[src/rtl/hbridge_monitor_pkg.sv]
// hbridge_monitor_pkg: gate-drive pattern constants, class and FSM encodings, pattern classifier
package hbridge_monitor_pkg;
  localparam logic [3:0] HB_OFF   = 4'b0000;
  localparam logic [3:0] HB_A     = 4'b1001;
  localparam logic [3:0] HB_B     = 4'b0110;
  localparam logic [3:0] HB_BRAKE = 4'b1010;
  localparam int DEAD_TIME_DEF = 10;
  localparam int CNT_W_DEF     = 16;
  localparam int PERIOD_LENGTH = 99;
  // Low two bits of the active classes double as the last_active code and accumulator index.
  typedef enum logic [2:0] {CL_OFF = 3'd0, CL_A = 3'd1, CL_B = 3'd2, CL_BRAKE = 3'd3, CL_ILL = 3'd4} hb_class_e;
  typedef enum logic [1:0] {ST_IDLE, ST_DRIVE, ST_DEAD} hb_state_e;
  function automatic hb_class_e classify(input logic [3:0] hb);
    return hb == HB_OFF ? CL_OFF : hb == HB_A ? CL_A : hb == HB_B ? CL_B : hb == HB_BRAKE ? CL_BRAKE : CL_ILL;
  endfunction
endpackage

[src/rtl/hbridge_deadtime_checker.sv]
// hbridge_deadtime_checker: drive/dead-time FSM; ports cls_i (class), dt_pulse_o (violation this cycle), last_active_o
module hbridge_deadtime_checker
  import hbridge_monitor_pkg::*;
#(
  parameter int DEAD_TIME = DEAD_TIME_DEF
) (
  input  logic       clk,
  input  logic       reset,
  input  logic [2:0] cls_i,
  output logic       dt_pulse_o,
  output logic [1:0] last_active_o
);
  localparam int ZW = $clog2(DEAD_TIME + 1);
  localparam logic [ZW-1:0] DT = ZW'(DEAD_TIME);
  hb_state_e state_q, state_d;
  logic [1:0] pat_q, pat_d, last_q, last_d;
  logic [ZW-1:0] zr_q, zr_d;
  always_comb begin
    state_d = state_q;
    pat_d = pat_q;
    last_d = last_q;
    zr_d = zr_q;
    dt_pulse_o = 1'b0;
    if (cls_i == CL_ILL) begin
      state_d = ST_IDLE;
    end else if (cls_i == CL_OFF) begin
      state_d = state_q == ST_IDLE ? ST_IDLE : ST_DEAD;
      zr_d = state_q == ST_DRIVE ? ZW'(1) : (zr_q < DT ? zr_q + 1'b1 : zr_q);
    end else begin
      state_d = ST_DRIVE;
      pat_d = cls_i[1:0];
      last_d = cls_i[1:0];
      // Re-entering the same leg after OFF is ordinary PWM, never a violation.
      dt_pulse_o = cls_i[1:0] != pat_q && (state_q == ST_DRIVE || (state_q == ST_DEAD && zr_q < DT));
    end
  end
  always_ff @(posedge clk) begin
    if (reset) begin
      state_q <= ST_IDLE;
      pat_q <= 2'd0;
      last_q <= 2'd0;
      zr_q <= DT;
    end else begin
      state_q <= state_d;
      pat_q <= pat_d;
      last_q <= last_d;
      zr_q <= zr_d;
    end
  end
  assign last_active_o = last_q;
endmodule

[src/rtl/hbridge_monitor.sv]
// hbridge_monitor: H-bridge gate-bus decoder with window occupancy counters and sticky dead-time/shoot-through faults
//   in : clk, reset (sync, active high), hb_in[3:0], period[CNT_W-1:0] (window-1), clr_fault
//   out: meas_valid, cnt_a/cnt_b/cnt_brake/cnt_off[CNT_W-1:0], last_active[1:0], fault_shoot, fault_dt
//   HBRIDGE_MON_SYNC_EN: when defined, hb_in passes a 2-flop synchronizer (+2 cycles latency)
module hbridge_monitor
  import hbridge_monitor_pkg::*;
#(
  parameter int DEAD_TIME = DEAD_TIME_DEF,
  parameter int CNT_W = CNT_W_DEF
) (
  input  logic             clk,
  input  logic             reset,
  input  logic [3:0]       hb_in,
  input  logic [CNT_W-1:0] period,
  input  logic             clr_fault,
  output logic             meas_valid,
  output logic [CNT_W-1:0] cnt_a,
  output logic [CNT_W-1:0] cnt_b,
  output logic [CNT_W-1:0] cnt_brake,
  output logic [CNT_W-1:0] cnt_off,
  output logic [1:0]       last_active,
  output logic             fault_shoot,
  output logic             fault_dt
);
  logic [3:0] hb;
`ifdef HBRIDGE_MON_SYNC_EN
  logic [3:0] sync1_q, sync2_q;
  always_ff @(posedge clk) begin
    if (reset) begin
      sync1_q <= HB_OFF;
      sync2_q <= HB_OFF;
    end else begin
      sync1_q <= hb_in;
      sync2_q <= sync1_q;
    end
  end
  assign hb = sync2_q;
`else
  assign hb = hb_in;
`endif
  logic [2:0] cls;
  logic dt_pulse, end_win, mv_q, fs_q, fd_q;
  logic [CNT_W-1:0] wcnt_q;
  logic [CNT_W-1:0] acc_q [4];
  logic [CNT_W-1:0] acc_d [4];
  logic [CNT_W-1:0] cnt_q [4];
  assign cls = classify(hb);
  hbridge_deadtime_checker #(.DEAD_TIME(DEAD_TIME)) u_dt (
    .clk          (clk),
    .reset        (reset),
    .cls_i        (cls),
    .dt_pulse_o   (dt_pulse),
    .last_active_o(last_active)
  );
  // Live compare so a period lowered below the running count closes the window at once.
  assign end_win = wcnt_q >= period;
  // Accumulators include the current cycle and stick at all-ones; ILLEGAL matches no index.
  always_comb begin
    for (int i = 0; i < 4; i++)
      acc_d[i] = (cls == 3'(i) && !(&acc_q[i])) ? acc_q[i] + 1'b1 : acc_q[i];
  end
  always_ff @(posedge clk) begin
    if (reset) begin
      wcnt_q <= '0;
      mv_q <= 1'b0;
      fs_q <= 1'b0;
      fd_q <= 1'b0;
      for (int i = 0; i < 4; i++) begin
        acc_q[i] <= '0;
        cnt_q[i] <= '0;
      end
    end else begin
      wcnt_q <= end_win ? '0 : wcnt_q + 1'b1;
      mv_q <= end_win;
      fs_q <= (fs_q & ~clr_fault) | (cls == CL_ILL);
      fd_q <= (fd_q & ~clr_fault) | dt_pulse;
      for (int i = 0; i < 4; i++) begin
        acc_q[i] <= end_win ? '0 : acc_d[i];
        cnt_q[i] <= end_win ? acc_d[i] : cnt_q[i];
      end
    end
  end
  assign meas_valid = mv_q;
  assign cnt_off = cnt_q[0];
  assign cnt_a = cnt_q[1];
  assign cnt_b = cnt_q[2];
  assign cnt_brake = cnt_q[3];
  assign fault_shoot = fs_q;
  assign fault_dt = fd_q;
endmodule

[config.mk]
export PLATFORM = sky130hd
export DESIGN_NAME = hbridge_monitor
export DESIGN_NICKNAME = d
export VERILOG_FILES = /design/src/rtl/hbridge_monitor_pkg.sv /design/src/rtl/hbridge_deadtime_checker.sv /design/src/rtl/hbridge_monitor.sv
export SDC_FILE = /design/constraint.sdc
export NUM_CORES = 1
export LEC_CHECK = 0
export BUFFER_PORTS_ARGS = -buffer_cell sky130_fd_sc_hd__buf_2
export CORE_ASPECT_RATIO = 0.75
export CORE_UTILIZATION = 55
export DETAILED_ROUTE_END_ITERATION = 8
export PLACE_DENSITY = 0.82
export SYNTH_ARGS = -nofsm -noshare
export SYNTH_HDL_FRONTEND = slang
export SYNTH_SLANG_ARGS = --single-unit
[constraint.sdc]
create_clock -name clk -period 2.5 [get_ports clk]
set_input_delay 0.25 -clock clk [delete_from_list [all_inputs] [get_ports clk]]
set_output_delay 0.25 -clock clk [all_outputs]
set_load 0.02 [all_outputs]
==> impl_metrics.csv, run 1 <==
group,metric,value,unit
critical_path,path_cells,"ha_1 -> a211oi_1 -> o21ai_0 -> a221oi_1 -> o21ai_1 -> nand2b_2 -> buf_12 -> nor2_1",
cells_and_area,final_nets,790,
global_routing,grt_pass1_vias,4582,
synth,synthTopCellsByArea,"dfxtp_1 (49%), o2bb2ai_1 (8.4%), nor2_1 (6.1%)",
critical_path,crit_arrival,2.63,ns
power_and_ir_drop,seqPwrFrac,48.7,%
clock_tree,htree_levels,4,
min_path,hp-class,"input pin to flop",
synth,ys.flop_type,"dfxtp_1",
global_routing,grt_max_degree,68,
critical_path,critPathMaxFanout,41,
die,core,11100,um^2
min_path,holdCritStartpoint,"reset",
sta,finalHoldViolations,0,
synth,synth_enable_flop_cells,0,
synth,synth_xor_area_share,10.0,%
sta,slew_violations,0,
critical_path,cp_data_required_time,2.85,ns
synth,ys_types,55,
clock_tree,path_clk_slew,0.06,ns
min_path,hold_depth,2,
synth,synth_top_area_share,48.9,%
sta,max_slew_margin,63.4,%
power_and_ir_drop,power_switching,1.09,mW
power_and_ir_drop,swShare,21.3,%
cells_and_area,finalNonFillerCells,898,
sta,clock.fmax,439,MHz
synth,netlist_instances,657,
drt,ant_nets,0,
critical_path,slowest_stage,"dfxtp_1",
clock_tree,cts.sinks,155,
critical_path,reg2reg_from,"wcnt_q[11]$_SDFF_PP0_",
global_routing,antenna_found_initial,0,
clock_tree,ctsHoldBuffers,0,
global_routing,overflow,0,
flow_run,maxCapViolCount,0,
die,dieWidth,126,um
sta,min_period_over_period,91.2,%
cells_and_area,drive_above_1_share,19.4,%
sta,rsz0062_at_grt,"false",
power_and_ir_drop,pwr-share-clk,48.2,%
sta,setup_slack,0.221,ns
sta,post-route-min-period,2.28,ns
power_and_ir_drop,power_frac_comb,3.1,%
placed_design,place_hpwl,9270,um
synth,yosys_register_bits,155,
power_and_ir_drop,powerDensity,678,nW/um^2
sta,setup_viol,0,
die,fp.dieH,95.1,um
min_path,min_to,"u_dt.zr_q[0]$_SDFFE_PP0P_",
sta,timing.setup.tns,0,ns
power_and_ir_drop,p_leak,3.07,nW
synth,yosys.area.top_type,"dfxtp_1",
drt,num_vias,4919,
power_and_ir_drop,max-vdd-ir-drop,0.000538,V
synth,synth-simple-area-share,18.9,%
drt,post_drt_wl_per_cell,14.9,um
synth,ys_seq_area_share,48.9,%
drt,dr.pass1.iters,5,
synth,synth_compound_area_share,13.4,%
global_routing,grt_pass1_wl,22000,um
critical_path,r2r_cells,8,
drt,vias_per_cell,5.48,
synth,synth_area_per_cell,9.66,um^2
synth,synth_mux_area_share,0.966,%
placed_design,dp_slack,0.243,ns
cells_and_area,synthToLayoutAreaGrowth,18.8,%
clock_tree,root_buffer,"clkbuf_16",
clock_tree,cts_tree,"yes",
die,start_util,57.4,%
clock_tree,cts_setup_buffers,0,
die,num_rows,33,
clock_tree,cts_buffer_depth,2,
power_and_ir_drop,p_int,4.03,mW
drt,first_iter_violations,340,
synth,synthArstFlopShare,0,%
synth,synth_top_family_by_area,"simple AND/OR/NAND/NOR gates",
placed_design,numPortBuffers,91,
cells_and_area,n_antenna_cell,0,
clock_tree,numCtsBuffers,17,
die,io_pins,92,
placed_design,placed_cells,866,
critical_path,cp-end-kind,"flop",
synth,syn-num-nets,702,
clock_tree,clock_latency,0.42,ns
critical_path,start_kind,"flop",
sta,skew,0.0103,ns
cells_and_area,fillCellCount,824,
synth,synth_adder_area_share,4.33,%
critical_path,cpPeakStageDelay,0.41,ns
critical_path,critical_path_class,"flop to flop",
outcome,status,"finished, final reports clean",
clock_tree,post_cts_resized,0,
global_routing,grt_usage,23.5,%
synth,yosysWarningCount,0,
drt,drc_errors,0,
placed_design,gp_congestion,0.791,
drt,totalWireLength,13400,um
synth,netlist_area,6350,um^2
critical_path,rr_endpoint,"acc_q[1][0]$_SDFF_PP0_",
die,dieArea,12000,um^2
sta,tightest_slew,0.544,ns
critical_path,r2r_setup_slack,0.22,ns
-- flip-flops by register name (all words and copies together) (netlist names) --
register and cells:
wcnt_q 16, fault_dt 1, fault_shoot 1, cnt_q 64
u_dt.state_q 2, u_dt.zr_q 4, u_dt.last_active_o 2, meas_valid 1
acc_q 64
-- layer usage --
layer | vias to the layer above | GRT usage (%) | part of all wire, %
met4 | 0 | 8.63 | 0.91
met2 | 122 | 37.6 | 45
met3 | 10 | 5.39 | 4.7
met1 | 2306 | 31.2 | 50
met5 | - | 0 | 0
li1 | 2481 | - | -
-- placed cells by master, fill, tap and decap left out, types with 4 or more instances in the layout --
| master | instances |
|---|---|
| buf_2 | 91 |
| ha_1 | 22 |
| nor2_1 | 103 |
| and2_1 | 4 |
| clkinv_2 | 5 |
| nand2_1 | 31 |
| dfxtp_1 | 155 |
| xor2_1 | 44 |
| clkbuf_16 | 17 |
| inv_1 | 24 |
| nor3_1 | 13 |
| clkinvlp_4 | 4 |
| buf_4 | 4 |
| mux2i_1 | 5 |
| o2bb2ai_1 | 61 |
| buf_12 | 4 |
| and3_1 | 16 |
| a21oi_1 | 9 |
| and4_1 | 5 |
| o21ai_0 | 8 |
| nand4_1 | 16 |
| xnor2_1 | 27 |
| nand3_1 | 34 |
-- worst max path at each step --
| stage | to | slack, ns | depth (start not counted) | start |
|---|---|---|---|---|
| finish | acc_q[1][0]$_SDFF_PP0_ | 0.22 | 8 | wcnt_q[11]$_SDFF_PP0_ |
| global route | acc_q[1][13]$_SDFF_PP0_ | 0.03 | 8 | wcnt_q[11]$_SDFF_PP0_ |
| CTS | acc_q[1][0]$_SDFF_PP0_ | 0.20 | 8 | wcnt_q[11]$_SDFF_PP0_ |
| detailed placement | acc_q[1][11]$_SDFF_PP0_ | 0.24 | 10 | period[11] |
| global placement | acc_q[1][8]$_SDFF_PP0_ | 0.32 | 10 | period[2] |
| floorplan | acc_q[3][6]$_SDFF_PP0_ | 0.50 | 10 | wcnt_q[11]$_SDFF_PP0_ |
-- area by class of cell --
cell class	instances	area [um^2]	share of cell area [%]
Clock buffer	20	447	5.92
Clock inverter	12	124	1.64
Inverter	24	90.1	1.19
Multi-Input combinational cell	448	3040	40.3
Sequential cell	155	3100	41.1
Tap cell	140	175	2.32
Timing Repair Buffer	99	566	7.50
-- per-stage QoR --
step / total power [mW] / hold WS [ns] / util, % / cell area (um^2)
floorplan: 2.65 / 0.430 / - / 6350
global placement: 2.70 / 0.442 / 63.0 / 6970
detailed placement: 2.71 / 0.441 / 63.0 / 6970
CTS: 5.15 / 0.156 / 68.1 / 7540
global route: 5.27 / 0.181 / 68.1 / 7540
finish: 5.12 / 0.165 / 68.1 / 7540
-- power by group through the flow --
stage	combinational (mW)	sequential, mW	clock (mW)
2_1_floorplan	0.0965	2.55	0
3_3_place_gp	0.151	2.55	0
3_5_place_dp	0.158	2.55	0
4_1_cts	0.159	2.49	2.49
5_1_grt	0.177	2.49	2.60
6_report	0.159	2.49	2.46
-- cells by family after synthesis --
family,after synthesis
simple gates,245
flops,155
compound gates,103
xor+xnor,72
buf+inv,54
fa+ha+maj,22
mux,6
-- critical path: cells and delay by family, from the launching register on --
| kind | cells | cell delay [ns] |
|---|---|---|
| AOI/OAI and AO/OA | 4 | 0.78 |
| and+or+nand+nor | 2 | 0.49 |
| DFF | 1 | 0.41 |
| adders and majority gates | 1 | 0.27 |
| buffers and inverters | 1 | 0.24 |
-- Yosys cell counts, types with 9 or more instances --
cell       count
nor2_1       104
nand3_1       34
and3_1        16
xnor2_1       27
nand4_1       16
inv_1         24
dfxtp_1      155
o2bb2ai_1     61
a21oi_1        9
xor2_1        44
nand2_1       32
clkbuf_1      16
buf_2         13
ha_1          22
nor3_1        13
Power figures use the tool's default switching activity.
==> run 2, diff against run 1 <==
==> constraint.sdc (replaced) <==
create_clock -name clk -period 2.8 [get_ports clk]
set_input_delay 0.28 -clock clk [delete_from_list [all_inputs] [get_ports clk]]
set_output_delay 0.28 -clock clk [all_outputs]
set_load 0.02 [all_outputs]
==> run 2 against run 1 <==
Clock skew is 0.0039 ns higher. Utilization up 0.079 points. Setup slack improved by 0.27 ns. Fmax down 1.4%. Global-route usage is 1.1 points higher. Hold slack improved by 0.026 ns. Final cell count shrank 0.11%. Non-clock buffer count fell by 1. Largest cell class unchanged.
==> impl_metrics.csv, run 2 (same netlist as run 1, synthesis figures left out) <==
group,metric,value,unit
outcome,status,"finished, final reports clean",
power_and_ir_drop,max-vdd-ir-drop,0.000475,V
critical_path,cp_data_required_time,3.09,ns
critical_path,path_buf_inv,1,
clock_tree,post_cts_resized,0,
clock_tree,cts_setup_buffers,0,
cells_and_area,mostFrequentLayoutCells,"dfxtp_1 (155), nor2_1 (103), buf_2 (91)",
critical_path,cpPeakStageDelay,0.43,ns
clock_tree,cts.sinks,155,
die,io_pins,92,
global_routing,grt_max_degree,68,
die,core,11100,um^2
sta,timing.setup.tns,0,ns
cells_and_area,seqCellArea,3100,um^2
cells_and_area,n_antenna_cell,0,
critical_path,critPathMaxFanout,34,
flow_run,maxCapViolCount,0,
drt,first_iter_violations,389,
sta,tightest_slew,0.675,ns
cells_and_area,synthToLayoutAreaGrowth,18.9,%
critical_path,path_cells,"ha_1 -> a211oi_1 -> o21ai_0 -> a221oi_1 -> o21ai_1 -> nand2_2 -> buf_4 -> o2bb2ai_1",
cells_and_area,finalNonFillerCells,897,
drt,totalWireLength,14100,um
sta,slew_violations,0,
clock_tree,path_clk_slew,0.06,ns
cells_and_area,multi_input_area,3040,um^2
critical_path,start_kind,"flop",
critical_path,cp_top_family,"compound AO/OA/AOI/OAI gates",
sta,finalHoldViolations,0,
sta,whs,0.191,ns
drt,num_vias,5080,
clock_tree,cts_tree,"yes",
clock_tree,cts_buffer_depth,2,
cells_and_area,drive_above_1_share,19.6,%
critical_path,slowest_stage,"dfxtp_1",
clock_tree,root_buffer,"clkbuf_16",
clock_tree,htree_levels,4,
placed_design,numPortBuffers,91,
cells_and_area,fillCellCount,830,
die,fp.dieH,95.1,um
clock_tree,clock_latency,0.43,ns
cells_and_area,reg_top3,"acc_q: 64 flops, cnt_q: 64 flops, wcnt_q: 16 flops",
global_routing,antenna_found_initial,0,
drt,post_drt_wl_per_cell,15.7,um
die,dieArea,12000,um^2
placed_design,placed_cells,865,
global_routing,grt_pass1_wl,23300,um
global_routing,grt_pass1_vias,4935,
die,dieWidth,126,um
die,num_rows,33,
cells_and_area,final_common_cell,"dfxtp_1",
clock_tree,numCtsBuffers,17,
drt,drc_errors,0,
global_routing,grt_usage,24.6,%
critical_path,cp-end-kind,"flop",
drt,ant_nets,0,
sta,skew,0.0142,ns
power_and_ir_drop,p_leak,3.08,nW
sta,clock.fmax,433,MHz
sta,max_slew_margin,54.7,%
sta,min_period_over_period,82.5,%
critical_path,crit_arrival,2.60,ns
global_routing,overflow,0,
clock_tree,ctsHoldBuffers,0,
power_and_ir_drop,powerDensity,628,nW/um^2
sta,post-route-min-period,2.31,ns
cells_and_area,final_core_util,68.2,%
min_path,hp-class,"input pin to flop",
placed_design,place_hpwl,9550,um
sta,setup_viol,0,
placed_design,dp_slack,0.491,ns
sta,setup_slack,0.490,ns
critical_path,critical_path_class,"flop to flop",
cells_and_area,final_nets,789,
drt,dr.pass1.iters,5,
sta,rsz0062_at_grt,"false",
placed_design,gp_congestion,0.799,
die,start_util,57.4,%
drt,vias_per_cell,5.66,
==> run 2: cell count changes in the layout (fill, tap and decap cells not counted), sizes merged <==
cell | previous run | this run
clkinv | 6 | 1
inv | 24 | 33
buf | 99 | 98
clkbuf | 20 | 18
clkinvlp | 4 | 2
==> run 2: stage by stage <==
stage	instance area, um^2	power (mW)
4_1_cts	7550	4.76
6_report	7550	4.74
3_5_place_dp	6940	2.41
2_1_floorplan	6350	2.36
5_1_grt	7550	4.88
3_3_place_gp	6940	2.41
==> run 2: final timing paths <==
path,slack [ns],cells past startpoint,endpoint,start
worst max-delay path,0.49,8,cnt_q[2][1]$_SDFFE_PP0P_,wcnt_q[11]$_SDFF_PP0_
worst min-delay path,0.19,2,u_dt.zr_q[2]$_SDFFE_PP0P_,reset
worst max register to register,0.49,8,cnt_q[2][1]$_SDFFE_PP0P_,wcnt_q[11]$_SDFF_PP0_
worst min register to register,0.46,1,cnt_q[3][9]$_SDFFE_PP0P_,cnt_q[3][9]$_SDFFE_PP0P_
==> run 2: per-layer routing <==
metal,up-vias,wire length [um],GRT usage [%],share of wire (%)
met5,-,0,0,0
met4,0,230,9.84,1.6
met3,19,816,5.50,5.8
met2,154,6620,41.2,47
met1,2426,6450,31.1,46
li1,2481,-,-,-
==> run 2: where the power goes <==
group / switching (mW) / internal (mW)
combinational: 0.0884 / 0.0517
sequential: 0.0100 / 2.21
clock: 1.00 / 1.38
total: 1.10 / 3.64
==> run 2: layout make-up <==
class	count	share of cell area, %
Clock buffer	18	5.82
Tap cell	140	2.32
Sequential cell	155	41.1
Clock inverter	14	2.29
Multi-Input combinational cell	448	40.2
Timing Repair Buffer	98	7.06
Inverter	24	1.19
